<file path="config.mk">
export PLATFORM = sky130hd
export DESIGN_NAME = fish_bite_reel_flat
export DESIGN_NICKNAME = d
export VERILOG_FILES = /design/src/rtl/fish_bite_reel_if.sv /design/src/rtl/fish_bite_reel.sv /design/src/flat_wrapper.sv
export SDC_FILE = /design/constraint.sdc
export NUM_CORES = 1
export LEC_CHECK = 0
export CAP_MARGIN = 10
export CORE_UTILIZATION = 55
export DETAILED_ROUTE_END_ITERATION = 8
export PLACE_DENSITY = 0.74
export SYNTH_ARGS = -nofsm -noshare
export SYNTH_HDL_FRONTEND = slang
export SYNTH_SLANG_ARGS = --single-unit
</file>
<file path="constraint.sdc">
create_clock -name clk -period 4 [get_ports clk]
set_input_delay 1 -clock clk [delete_from_list [all_inputs] [get_ports clk]]
set_output_delay 1 -clock clk [all_outputs]
set_load 0.01 [all_outputs]
</file>
<file path="src/rtl/fish_bite_reel_if.sv">
// Control/status bundle between the fish engine and the game-flow logic.
interface fish_bite_reel_if;
  logic       tick;
  logic       cast_line;
  logic       reel_in;
  logic       q_start_menu;
  logic       q_base_play;
  logic       q_line_reel;
  logic       fish_hooked;
  logic       fish_caught_lost;
  logic       fish_caught;
  logic       line_out;
  logic [3:0] reel_progress;
  logic [3:0] tension;
  logic [7:0] catch_count;

  // Flow side: drives time base, player pulses and flow state.
  modport master (
    output tick, cast_line, reel_in, q_start_menu, q_base_play, q_line_reel,
    input  fish_hooked, fish_caught_lost, fish_caught, line_out, reel_progress, tension,
           catch_count
  );

  // Fish engine side.
  modport slave (
    input  tick, cast_line, reel_in, q_start_menu, q_base_play, q_line_reel,
    output fish_hooked, fish_caught_lost, fish_caught, line_out, reel_progress, tension,
           catch_count
  );
endinterface

</file>
<file path="src/rtl/fish_bite_reel.sv">
// Fish-side engine: random bite delay after a cast, reel/tension fight, catch tally.
module fish_bite_reel #(
  parameter logic [15:0] BITE_MIN    = 16'd20,
  parameter logic [15:0] BITE_MASK   = 16'h001F,
  parameter logic [3:0]  REEL_GOAL   = 4'd8,
  parameter logic [3:0]  TENSION_MAX = 4'd6,
  parameter logic [3:0]  SLACK_TICKS = 4'd10,
  parameter logic [15:0] LFSR_SEED   = 16'hACE1
) (
  input  logic             clk,
  input  logic             rst_n,
  fish_bite_reel_if.slave  bus
);

  localparam logic [15:0] SeedEff = (LFSR_SEED == 16'd0) ? 16'hACE1 : LFSR_SEED;

  typedef enum logic [1:0] {StIdle, StWaitBite, StReeling, StResult} state_e;

  state_e      state_q, state_d;
  logic [15:0] lfsr_q, lfsr_d, bite_tmr_q, bite_load;
  logic [16:0] bite_sum;
  logic [3:0]  progress_q, tension_q, slack_q;
  logic [3:0]  prog_n, tens_n, slack_n;
  logic [4:0]  tens_sum, tens_diff;
  logic        hooked_q, cl_q, caught_q;
  logic [7:0]  count_q;
  logic        snap, catch_hit, escape, line_out;
  logic        enter_wait, enter_reel, enter_result, reel_keep;

  logic tick, cast_line, reel_in, q_start_menu, q_base_play, q_line_reel;
  assign tick         = bus.tick;
  assign cast_line    = bus.cast_line;
  assign reel_in      = bus.reel_in;
  assign q_start_menu = bus.q_start_menu;
  assign q_base_play  = bus.q_base_play;
  assign q_line_reel  = bus.q_line_reel;

  // Fight arithmetic and LFSR/bite-delay next values.
  always_comb begin
    lfsr_d    = {lfsr_q[14:0], lfsr_q[15] ^ lfsr_q[13] ^ lfsr_q[12] ^ lfsr_q[10]};
    bite_sum  = {1'b0, BITE_MIN} + {1'b0, lfsr_q & BITE_MASK};
    bite_load = bite_sum[16] ? 16'hFFFF : bite_sum[15:0];
    prog_n    = (progress_q == 4'hF) ? 4'hF : progress_q + {3'b0, reel_in};
    tens_sum  = {1'b0, tension_q} + {4'b0, reel_in};
    tens_diff = tens_sum - {4'b0, tick};
    if (tens_sum < {4'b0, tick}) begin
      tens_n = 4'd0;
    end else if (tens_diff[4]) begin
      tens_n = 4'hF;
    end else begin
      tens_n = tens_diff[3:0];
    end
    if (tens_n != 4'd0) begin
      slack_n = 4'd0;
    end else if (tick) begin
      slack_n = (slack_q == 4'hF) ? 4'hF : slack_q + 4'd1;
    end else begin
      slack_n = slack_q;
    end
    snap      = tens_n > TENSION_MAX;
    catch_hit = prog_n == REEL_GOAL;
    escape    = slack_n == SLACK_TICKS;
  end

  // State register.
  always_ff @(posedge clk or negedge rst_n) begin
    if (!rst_n) begin
      state_q <= StIdle;
    end else begin
      state_q <= state_d;
    end
  end

  // Next-state logic; the start menu overrides everything.
  always_comb begin
    state_d = state_q;
    unique case (state_q)
      StIdle: begin
        if (cast_line && q_base_play) state_d = StWaitBite;
      end
      StWaitBite: begin
        if (reel_in || !q_base_play) begin
          state_d = StIdle;
        end else if (tick && bite_tmr_q == 16'd0) begin
          state_d = StReeling;
        end
      end
      StReeling: begin
        // Flow FSM sees the hook one edge late, so ignore q_line_reel while hooked_q is high.
        if (!hooked_q && !q_line_reel) begin
          state_d = StIdle;
        end else if (snap || catch_hit || escape) begin
          state_d = StResult;
        end
      end
      StResult: state_d = StIdle;
      default:  state_d = StIdle;
    endcase
    if (q_start_menu) state_d = StIdle;
  end

  // Decoded outputs and transition strobes.
  always_comb begin
    line_out     = (state_q == StWaitBite) || (state_q == StReeling);
    enter_wait   = (state_q == StIdle) && (state_d == StWaitBite);
    enter_reel   = (state_q == StWaitBite) && (state_d == StReeling);
    enter_result = (state_q == StReeling) && (state_d == StResult);
    reel_keep    = (state_q == StReeling) && ((state_d == StReeling) || (state_d == StResult));
  end

  // Datapath: LFSR, bite timer, fight counters, pulses and tally.
  always_ff @(posedge clk or negedge rst_n) begin
    if (!rst_n) begin
      lfsr_q     <= SeedEff;
      bite_tmr_q <= 16'd0;
      progress_q <= 4'd0;
      tension_q  <= 4'd0;
      slack_q    <= 4'd0;
      hooked_q   <= 1'b0;
      cl_q       <= 1'b0;
      caught_q   <= 1'b0;
      count_q    <= 8'd0;
    end else begin
      lfsr_q   <= lfsr_d;
      hooked_q <= enter_reel;
      cl_q     <= enter_result;
      if (enter_wait) begin
        bite_tmr_q <= bite_load;
      end else if ((state_q == StWaitBite) && tick && (bite_tmr_q != 16'd0)) begin
        bite_tmr_q <= bite_tmr_q - 16'd1;
      end
      // Final fight values stay visible through the result cycle, then clear.
      if (reel_keep) begin
        progress_q <= prog_n;
        tension_q  <= tens_n;
        slack_q    <= slack_n;
      end else begin
        progress_q <= 4'd0;
        tension_q  <= 4'd0;
        slack_q    <= 4'd0;
      end
      if (enter_reel) begin
        caught_q <= 1'b0;
      end else if (enter_result) begin
        caught_q <= catch_hit && !snap;
      end
      if (q_start_menu) begin
        count_q <= 8'd0;
      end else if (enter_result && catch_hit && !snap && (count_q != 8'hFF)) begin
        count_q <= count_q + 8'd1;
      end
    end
  end

  assign bus.fish_hooked      = hooked_q;
  assign bus.fish_caught_lost = cl_q;
  assign bus.fish_caught      = caught_q;
  assign bus.line_out         = line_out;
  assign bus.reel_progress    = progress_q;
  assign bus.tension          = tension_q;
  assign bus.catch_count      = count_q;

endmodule

</file>
<file path="src/flat_wrapper.sv">
// flat-port wrapper written by rule: the top's interface ports become plain ports
module fish_bite_reel_flat 
#(
  parameter logic [15:0] BITE_MIN    = 16'd20,
  parameter logic [15:0] BITE_MASK   = 16'h001F,
  parameter logic [3:0]  REEL_GOAL   = 4'd8,
  parameter logic [3:0]  TENSION_MAX = 4'd6,
  parameter logic [3:0]  SLACK_TICKS = 4'd10,
  parameter logic [15:0] LFSR_SEED   = 16'hACE1
)
  (clk, rst_n, bus_tick, bus_cast_line, bus_reel_in, bus_q_start_menu, bus_q_base_play, bus_q_line_reel, bus_fish_hooked, bus_fish_caught_lost, bus_fish_caught, bus_line_out, bus_reel_progress, bus_tension, bus_catch_count);
  fish_bite_reel_if bus_i ();
  input  logic clk;
  input  logic rst_n;
  input wire logic [$bits(bus_i.tick)-1:0] bus_tick;
  input wire logic [$bits(bus_i.cast_line)-1:0] bus_cast_line;
  input wire logic [$bits(bus_i.reel_in)-1:0] bus_reel_in;
  input wire logic [$bits(bus_i.q_start_menu)-1:0] bus_q_start_menu;
  input wire logic [$bits(bus_i.q_base_play)-1:0] bus_q_base_play;
  input wire logic [$bits(bus_i.q_line_reel)-1:0] bus_q_line_reel;
  output wire logic [$bits(bus_i.fish_hooked)-1:0] bus_fish_hooked;
  output wire logic [$bits(bus_i.fish_caught_lost)-1:0] bus_fish_caught_lost;
  output wire logic [$bits(bus_i.fish_caught)-1:0] bus_fish_caught;
  output wire logic [$bits(bus_i.line_out)-1:0] bus_line_out;
  output wire logic [$bits(bus_i.reel_progress)-1:0] bus_reel_progress;
  output wire logic [$bits(bus_i.tension)-1:0] bus_tension;
  output wire logic [$bits(bus_i.catch_count)-1:0] bus_catch_count;
  assign bus_i.tick = bus_tick;
  assign bus_i.cast_line = bus_cast_line;
  assign bus_i.reel_in = bus_reel_in;
  assign bus_i.q_start_menu = bus_q_start_menu;
  assign bus_i.q_base_play = bus_q_base_play;
  assign bus_i.q_line_reel = bus_q_line_reel;
  assign bus_fish_hooked = bus_i.fish_hooked;
  assign bus_fish_caught_lost = bus_i.fish_caught_lost;
  assign bus_fish_caught = bus_i.fish_caught;
  assign bus_line_out = bus_i.line_out;
  assign bus_reel_progress = bus_i.reel_progress;
  assign bus_tension = bus_i.tension;
  assign bus_catch_count = bus_i.catch_count;
  fish_bite_reel #(.BITE_MIN(BITE_MIN), .BITE_MASK(BITE_MASK), .REEL_GOAL(REEL_GOAL), .TENSION_MAX(TENSION_MAX), .SLACK_TICKS(SLACK_TICKS), .LFSR_SEED(LFSR_SEED)) u_core (.clk(clk), .rst_n(rst_n), .bus(bus_i));
endmodule
</file>
-- Word-level counts from Yosys, hierarchy flattened
Index checks and enable logic that the tools add are counted.
Widths: inputs -> output; s select.
- register bits: 57
- input bits: 8
- output and inout port bits: 20
- word-level logic and storage cells: 85
- add/subtract/negate cells: 7
- magnitude comparators: 2
- equality and inequality tests: 11
- muxes and demuxes: 23
- bitwise gates (word level): 3
- reductions and logical operators: 29
- operator list (operator ; count):
    $mux 16 ; 3
    $mux 4 ; 9
    $eq 4x4->1 const B ; 4
    $logic_not 16->1 ; 1
    $mux 8 ; 2
    $reduce_bool 16->1 ; 1
    $sub 16x1->16 const B ; 1
    $logic_and 1x1->1 ; 13
    $mux 2 ; 6
    $add 8x1->8 const B ; 1
    $eq 2x2->1 const B ; 4
    $ne 8x8->1 const B ; 1
    $pmux 2 s4 ; 1
    $add 5x5->6 const A ; 1
    $reduce_bool 2->1 ; 3
    $add 4x1->5 ; 1
    $logic_or 1x1->1 ; 5
    $lt 5x1->1 ; 1
    $sub 5x1->5 ; 1
    $add 4x1->4 ; 1
    $add 4x1->4 const B ; 1
    $eq 2x1->1 const B ; 2
    $gt 4x3->1 const B ; 1
    $logic_not 1->1 ; 4
    other kinds (4) ; 7

-- Longest topological paths before layout
- depth after elaboration: 19
- mapped depth: 15
- gate-level depth less buffers: 13

-- Worst setup path after synthesis
Ideal clock, no wire load.
- kind: input -> register
- from: input port bus_reel_in
- to: register u_core.bite_tmr_q[0]
- setup time: 0.127 ns
- arrival time: 3.697 ns
- data required time: 3.873 ns
- setup slack: 0.176 ns
- stages on the path: 14
- path buffers: 1
- path through: ha_1 ha_1 inv_1 ha_1 o21ba_2 a22o_1 o32a_1 o41a_1 and3_1 a21o_2 inv_2 and3_1 buf_6 mux2_1
- word-level cells in the longest chain between the ends: 15
- elaborated cells on any way between the ends: 24
- classes of those cells: add/sub (3); order compare (2); eq/ne (3); mux (10); reduce/logical (6)
- RTL lines (element ; line ; RTL):
    start, declared ; flat_wrapper.sv:17 ; input wire logic [$bits(bus_i.reel_in)-1:0] bus_reel_in;
    $add 4x1->5 ; fish_bite_reel.sv:44 ; tens_sum = {1'b0, tension_q} + {4'b0, reel_in};
    $sub 5x1->5 ; fish_bite_reel.sv:45 ; tens_diff = tens_sum - {4'b0, tick};
    $mux 4 ; fish_bite_reel.sv:48 ; end else if (tens_diff[4]) begin
    $mux 4 ; fish_bite_reel.sv:46 ; if (tens_sum < {4'b0, tick}) begin
    $reduce_bool 4->1 ; fish_bite_reel.sv:53 ; if (tens_n != 4'd0) begin
    $mux 4 ; fish_bite_reel.sv:53 ;
    $eq 4x4->1 ; fish_bite_reel.sv:62 ; escape = slack_n == SLACK_TICKS;
    $logic_or 1x1->1 ; fish_bite_reel.sv:92 ; end else if (snap || catch_hit || escape) begin
    $mux 2 ; fish_bite_reel.sv:92 ;
    $mux 2 ; fish_bite_reel.sv:90 ; if (!hooked_q && !q_line_reel) begin
    $pmux 2 s4 * ; fish_bite_reel.sv:77 ; unique case (state_q)
    $mux 2 * ; fish_bite_reel.sv:99 ; if (q_start_menu) state_d = StIdle;
    named net u_core.state_d[0] ; fish_bite_reel.sv:19 ; state_e state_q, state_d;
    $eq 2x1->1 * ; fish_bite_reel.sv:105 ; enter_wait = (state_q == StIdle) && (state_d == StWaitBite);
    $logic_and 1x1->1 * ; fish_bite_reel.sv:105 ;
    $mux 16 or $reduce_bool 2->1 (tied branches) ; n/a ;
    end signal, assigned ; fish_bite_reel.sv:128 ; bite_tmr_q <= bite_load;
    end signal, assigned ; fish_bite_reel.sv:130 ; bite_tmr_q <= bite_tmr_q - 16'd1;
    end, declared ; fish_bite_reel.sv:20 ; logic [15:0] lfsr_q, lfsr_d, bite_tmr_q, bite_load;
Mark *: on every way through the listed nets, which the timed path passes. The rest lies on a longest branch.
A chain may end at the register's enable or synchronous reset.

-- Final worst setup path
- from: input port bus_reel_in
- to: register u_core.bite_tmr_q[1]
The elaborated chain is that of the path after synthesis.

==> impl_metrics.py <==
metrics = {
    "power": {
        "peakVddDrop_mv": 0.375,
        "p_int_mw": 1.21,
        "switching_share_pct": 31.2,
        "power-per-cell-area_nw_per_um2": 462,
        "leakage_nw": 1.69,
        "total_power_mw": 1.76,
        "pwr-share-clk_pct": 34.2,
        "combPwrFrac_pct": 27.9,
        "seqPwrFrac_pct": 37.9,
        "p_sw_uw": 548,
    },
    "clock_tree": {
        "cts_resized": 8,
        "cts.clk_slew.worst_paths_ns": 0.07,
        "clkSinkCount": 57,
        "cts-htree-levels": 3,
        "cts_hold_buf": 0,
        "clockBufferDepth": 2,
        "root_buffer": "clkbuf_8",
        "clk_latency_ns": 0.34,
        "cts_buffers": 9,
        "cts_setup_buffers": 0,
        "cts_tree": "yes",
    },
    "routing": {
        "drc_errors": 0,
        "drt_pass1_iterations": 4,
        "via_per_inst": 5.52,
        "drt_wl_total_mm": 6.02,
        "num_vias": 2372,
        "route.detailed.wl_per_inst_um": 14.0,
        "ant_nets": 0,
        "first_iter_violations": 110,
    },
    "timing": {
        "worst-slew-pin-transition_ns": 0.657,
        "setup-tns-final_ns": 0,
        "max_slew_margin_pct": 55.8,
        "finalCritPeriodShare_pct": 95.6,
        "max_freq_mhz": 261,
        "period_needed_ns": 3.83,
        "finalSetupViolCount": 0,
        "slew_viol_final": 0,
        "hold_viol": 0,
        "hold-worst-slack_ns": 0.353,
        "rsz0062_at_grt": "no",
        "finClkSkew_ns": 0.00797,
    },
    "die": {
        "die-height_um": 76.2,
        "fp.dieW_um": 76.2,
        "initial_core_util_pct": 58.1,
        "io_pins": 28,
        "die_area_um2": 5800,
        "fp-row-count": 26,
        "design.core.area_um2": 5200,
    },
    "grt": {
        "grt_max_degree": 33,
        "grt_pass1_wl_mm": 10.7,
        "antenna_found_initial": 0,
        "grt.total_usage_pct": 23.5,
        "overflow": 0,
        "grt_pass1_vias": 2339,
    },
    "logic_synthesis": {
        "synth_cells": 294,
        "synth_nets": 316,
        "synth_largest_area_cell": "dfrtp_1",
        "netlist.area_leader.share_pct": 40.5,
        "synth.most_common_cell": "dfrtp_1",
        "yosys-top-cells-area": "dfrtp_1 (41%), dfstp_2 (7.0%), ha_1 (5.8%), xnor2_1 (4.6%), nor2_1 (4.6%)",
        "synth-async-reset-ratio_pct": 100,
        "synth_area_per_cell_um2": 10.3,
        "yosysWarningCount": 0,
        "synth-main-ff-cell": "dfrtp_1",
        "synthDistinctLibCells": 58,
        "synth_area_um2": 3020,
        "synth-edff-count": 0,
        "yosysSeqAreaShare_pct": 47.5,
        "ys_ff_latch": 57,
        "yosys-top-cells-count": "dfrtp_1 (49), nor2_1 (37), nand2_1 (18), a21oi_1 (16), xnor2_1 (16)",
    },
    "place": {
        "io_buffers": 27,
        "dpl.hpwl_mm": 4.41,
        "post-place-cells": 414,
        "place_congestion": 0.870,
    },
    "min_path": {
        "min_path_type": "reg2reg",
        "min_from": "u_core.lfsr_q[6]$_DFF_PN1_",
        "hold-path-endpoint": "u_core.lfsr_q[7]$_DFF_PN1_",
        "holdPathStages": 0,
    },
    "finish": {
        "antenna_cells": 0,
        "regArea_um2": 1440,
        "multi_input_area_um2": 1530,
        "final_nets": 377,
        "layout-drive-gt1-share_pct": 19.7,
        "fillCellCount": 389,
        "stdcell_count": 430,
        "syn2layout_area_growth_pct": 25.7,
    },
    "setup_path": {
        "critPathKind": "in2reg",
        "reg2reg_depth": 14,
        "worstSetupStartpointType": "primary input",
        "crit_fanout": 7,
        "worstSetupEndpointType": "register",
        "worstPathRequired_ns": 4.23,
        "r2r_setup_slack_ns": 0.69,
        "r2r-start": "u_core.bus.tension[0]$_DFF_PN0_",
        "reg2reg_to": "u_core.bite_tmr_q[1]$_DFFE_PN0P_",
        "arrival_ns": 4.05,
    },
    "run": {
        "max-cap-violations": 0,
    },
    "outcome": {
        "run_status": "completed",
    },
}
## area by class of cell
type,count,share of cell area [%]
flip-flops and latches,57,37.8
clock inverters,7,2.70
multi-input cells,220,40.2
repair buffers,55,12.6
well taps,70,2.30
inverters,12,1.18
clock buffers,9,3.26
## routing by layer
layer | GRT usage, % | routed length [µm] | vias to the layer above
li1 | - | - | 1169
met1 | 31.3 | 2810 | 1148
met2 | 37.6 | 2850 | 47
met3 | 4.91 | 260 | 8
met4 | 9.81 | 97 | 0
met5 | 0 | 0 | -
## sequential cells by signal, indices dropped and copies added, names as in the netlist
| signal | count |
|---|---|
| u_core.bite_tmr_q | 16 |
| u_core.lfsr_q | 16 |
| u_core.bus.catch_count | 8 |
| u_core.bus.reel_progress | 4 |
| u_core.bus.tension | 4 |
| u_core.slack_q | 4 |
| u_core.state_q | 2 |
| u_core.bus.fish_caught | 1 |
| u_core.bus.fish_caught_lost | 1 |
| u_core.bus.fish_hooked | 1 |
## layout by cell type, fill, tap and decap left out, types with 6 or more instances in the layout
cell,instances
dfrtp_1,49
buf_4,27
clkbuf_8,9
dfstp_2,8
nand3_1,8
xor2_1,6
clkdlybuf4s50_1,25
nand2_1,18
o21ai_0,15
ha_1,11
o21a_1,6
a21oi_1,16
xnor2_1,16
nor2_1,37
inv_1,11
## worst max-delay path by stage
| stage | start | to | slack, ns | cells after the start |
|---|---|---|---|---|
| final | bus_reel_in | u_core.bite_tmr_q[1]$_DFFE_PN0P_ | 0.17 | 15 |
| after global routing | bus_reel_in | u_core.bite_tmr_q[0]$_DFFE_PN0P_ | 0.03 | 15 |
| after CTS | bus_reel_in | u_core.bite_tmr_q[1]$_DFFE_PN0P_ | 0.18 | 15 |
| after detailed placement | bus_reel_in | u_core.bite_tmr_q[4]$_DFFE_PN0P_ | -0.36 | 15 |
| after global placement | bus_reel_in | u_core.bite_tmr_q[3]$_DFFE_PN0P_ | -0.28 | 15 |
| after floorplan | bus_reel_in | u_core.bite_tmr_q[0]$_DFFE_PN0P_ | 0.18 | 14 |
## power groups by stage
| stage | Clock, mW | Sequential [mW] | Combinational [mW] |
|---|---|---|---|
| 5_1_grt | 0.641 | 0.673 | 0.541 |
| 2_1_floorplan | 0 | 0.667 | 0.323 |
| 3_5_place_dp | 0 | 0.675 | 0.476 |
| 6_report | 0.600 | 0.666 | 0.490 |
| 3_3_place_gp | 0 | 0.674 | 0.468 |
| 4_1_cts | 0.609 | 0.665 | 0.490 |
## through the flow
stage | setup slack [ns] | area [µm²] | utilization (%)
6_report | 0.175 | 3800 | 73.1
5_1_grt | 0.0267 | 3800 | 73.1
4_1_cts | 0.179 | 3800 | 73.1
3_5_place_dp | -0.356 | 3550 | 68.2
3_3_place_gp | -0.280 | 3550 | 68.2
2_1_floorplan | 0.176 | 3020 | -
## cells by family after synthesis
kind of cell    share of synthesized area (%)
fa+ha+maj                                5.79
flops                                    47.5
simple gates                             19.8
buf+inv                                  2.65
mux                                      3.52
xor+xnor                                 6.37
compound gates                           14.4
## worst max-delay path: stages
cell	delay (ns)
dlygate4sd2_1	0.25
ha_2	0.18
ha_1	0.28
inv_1	0.07
ha_2	0.17
o21ba_2	0.16
a22o_1	0.24
o32a_1	0.17
o41a_1	0.48
and3_4	0.18
a21o_2	0.19
inv_2	0.05
and3_1	0.16
buf_6	0.14
mux2_1	0.32
Note: power is estimated with default switching activity, not from simulation.
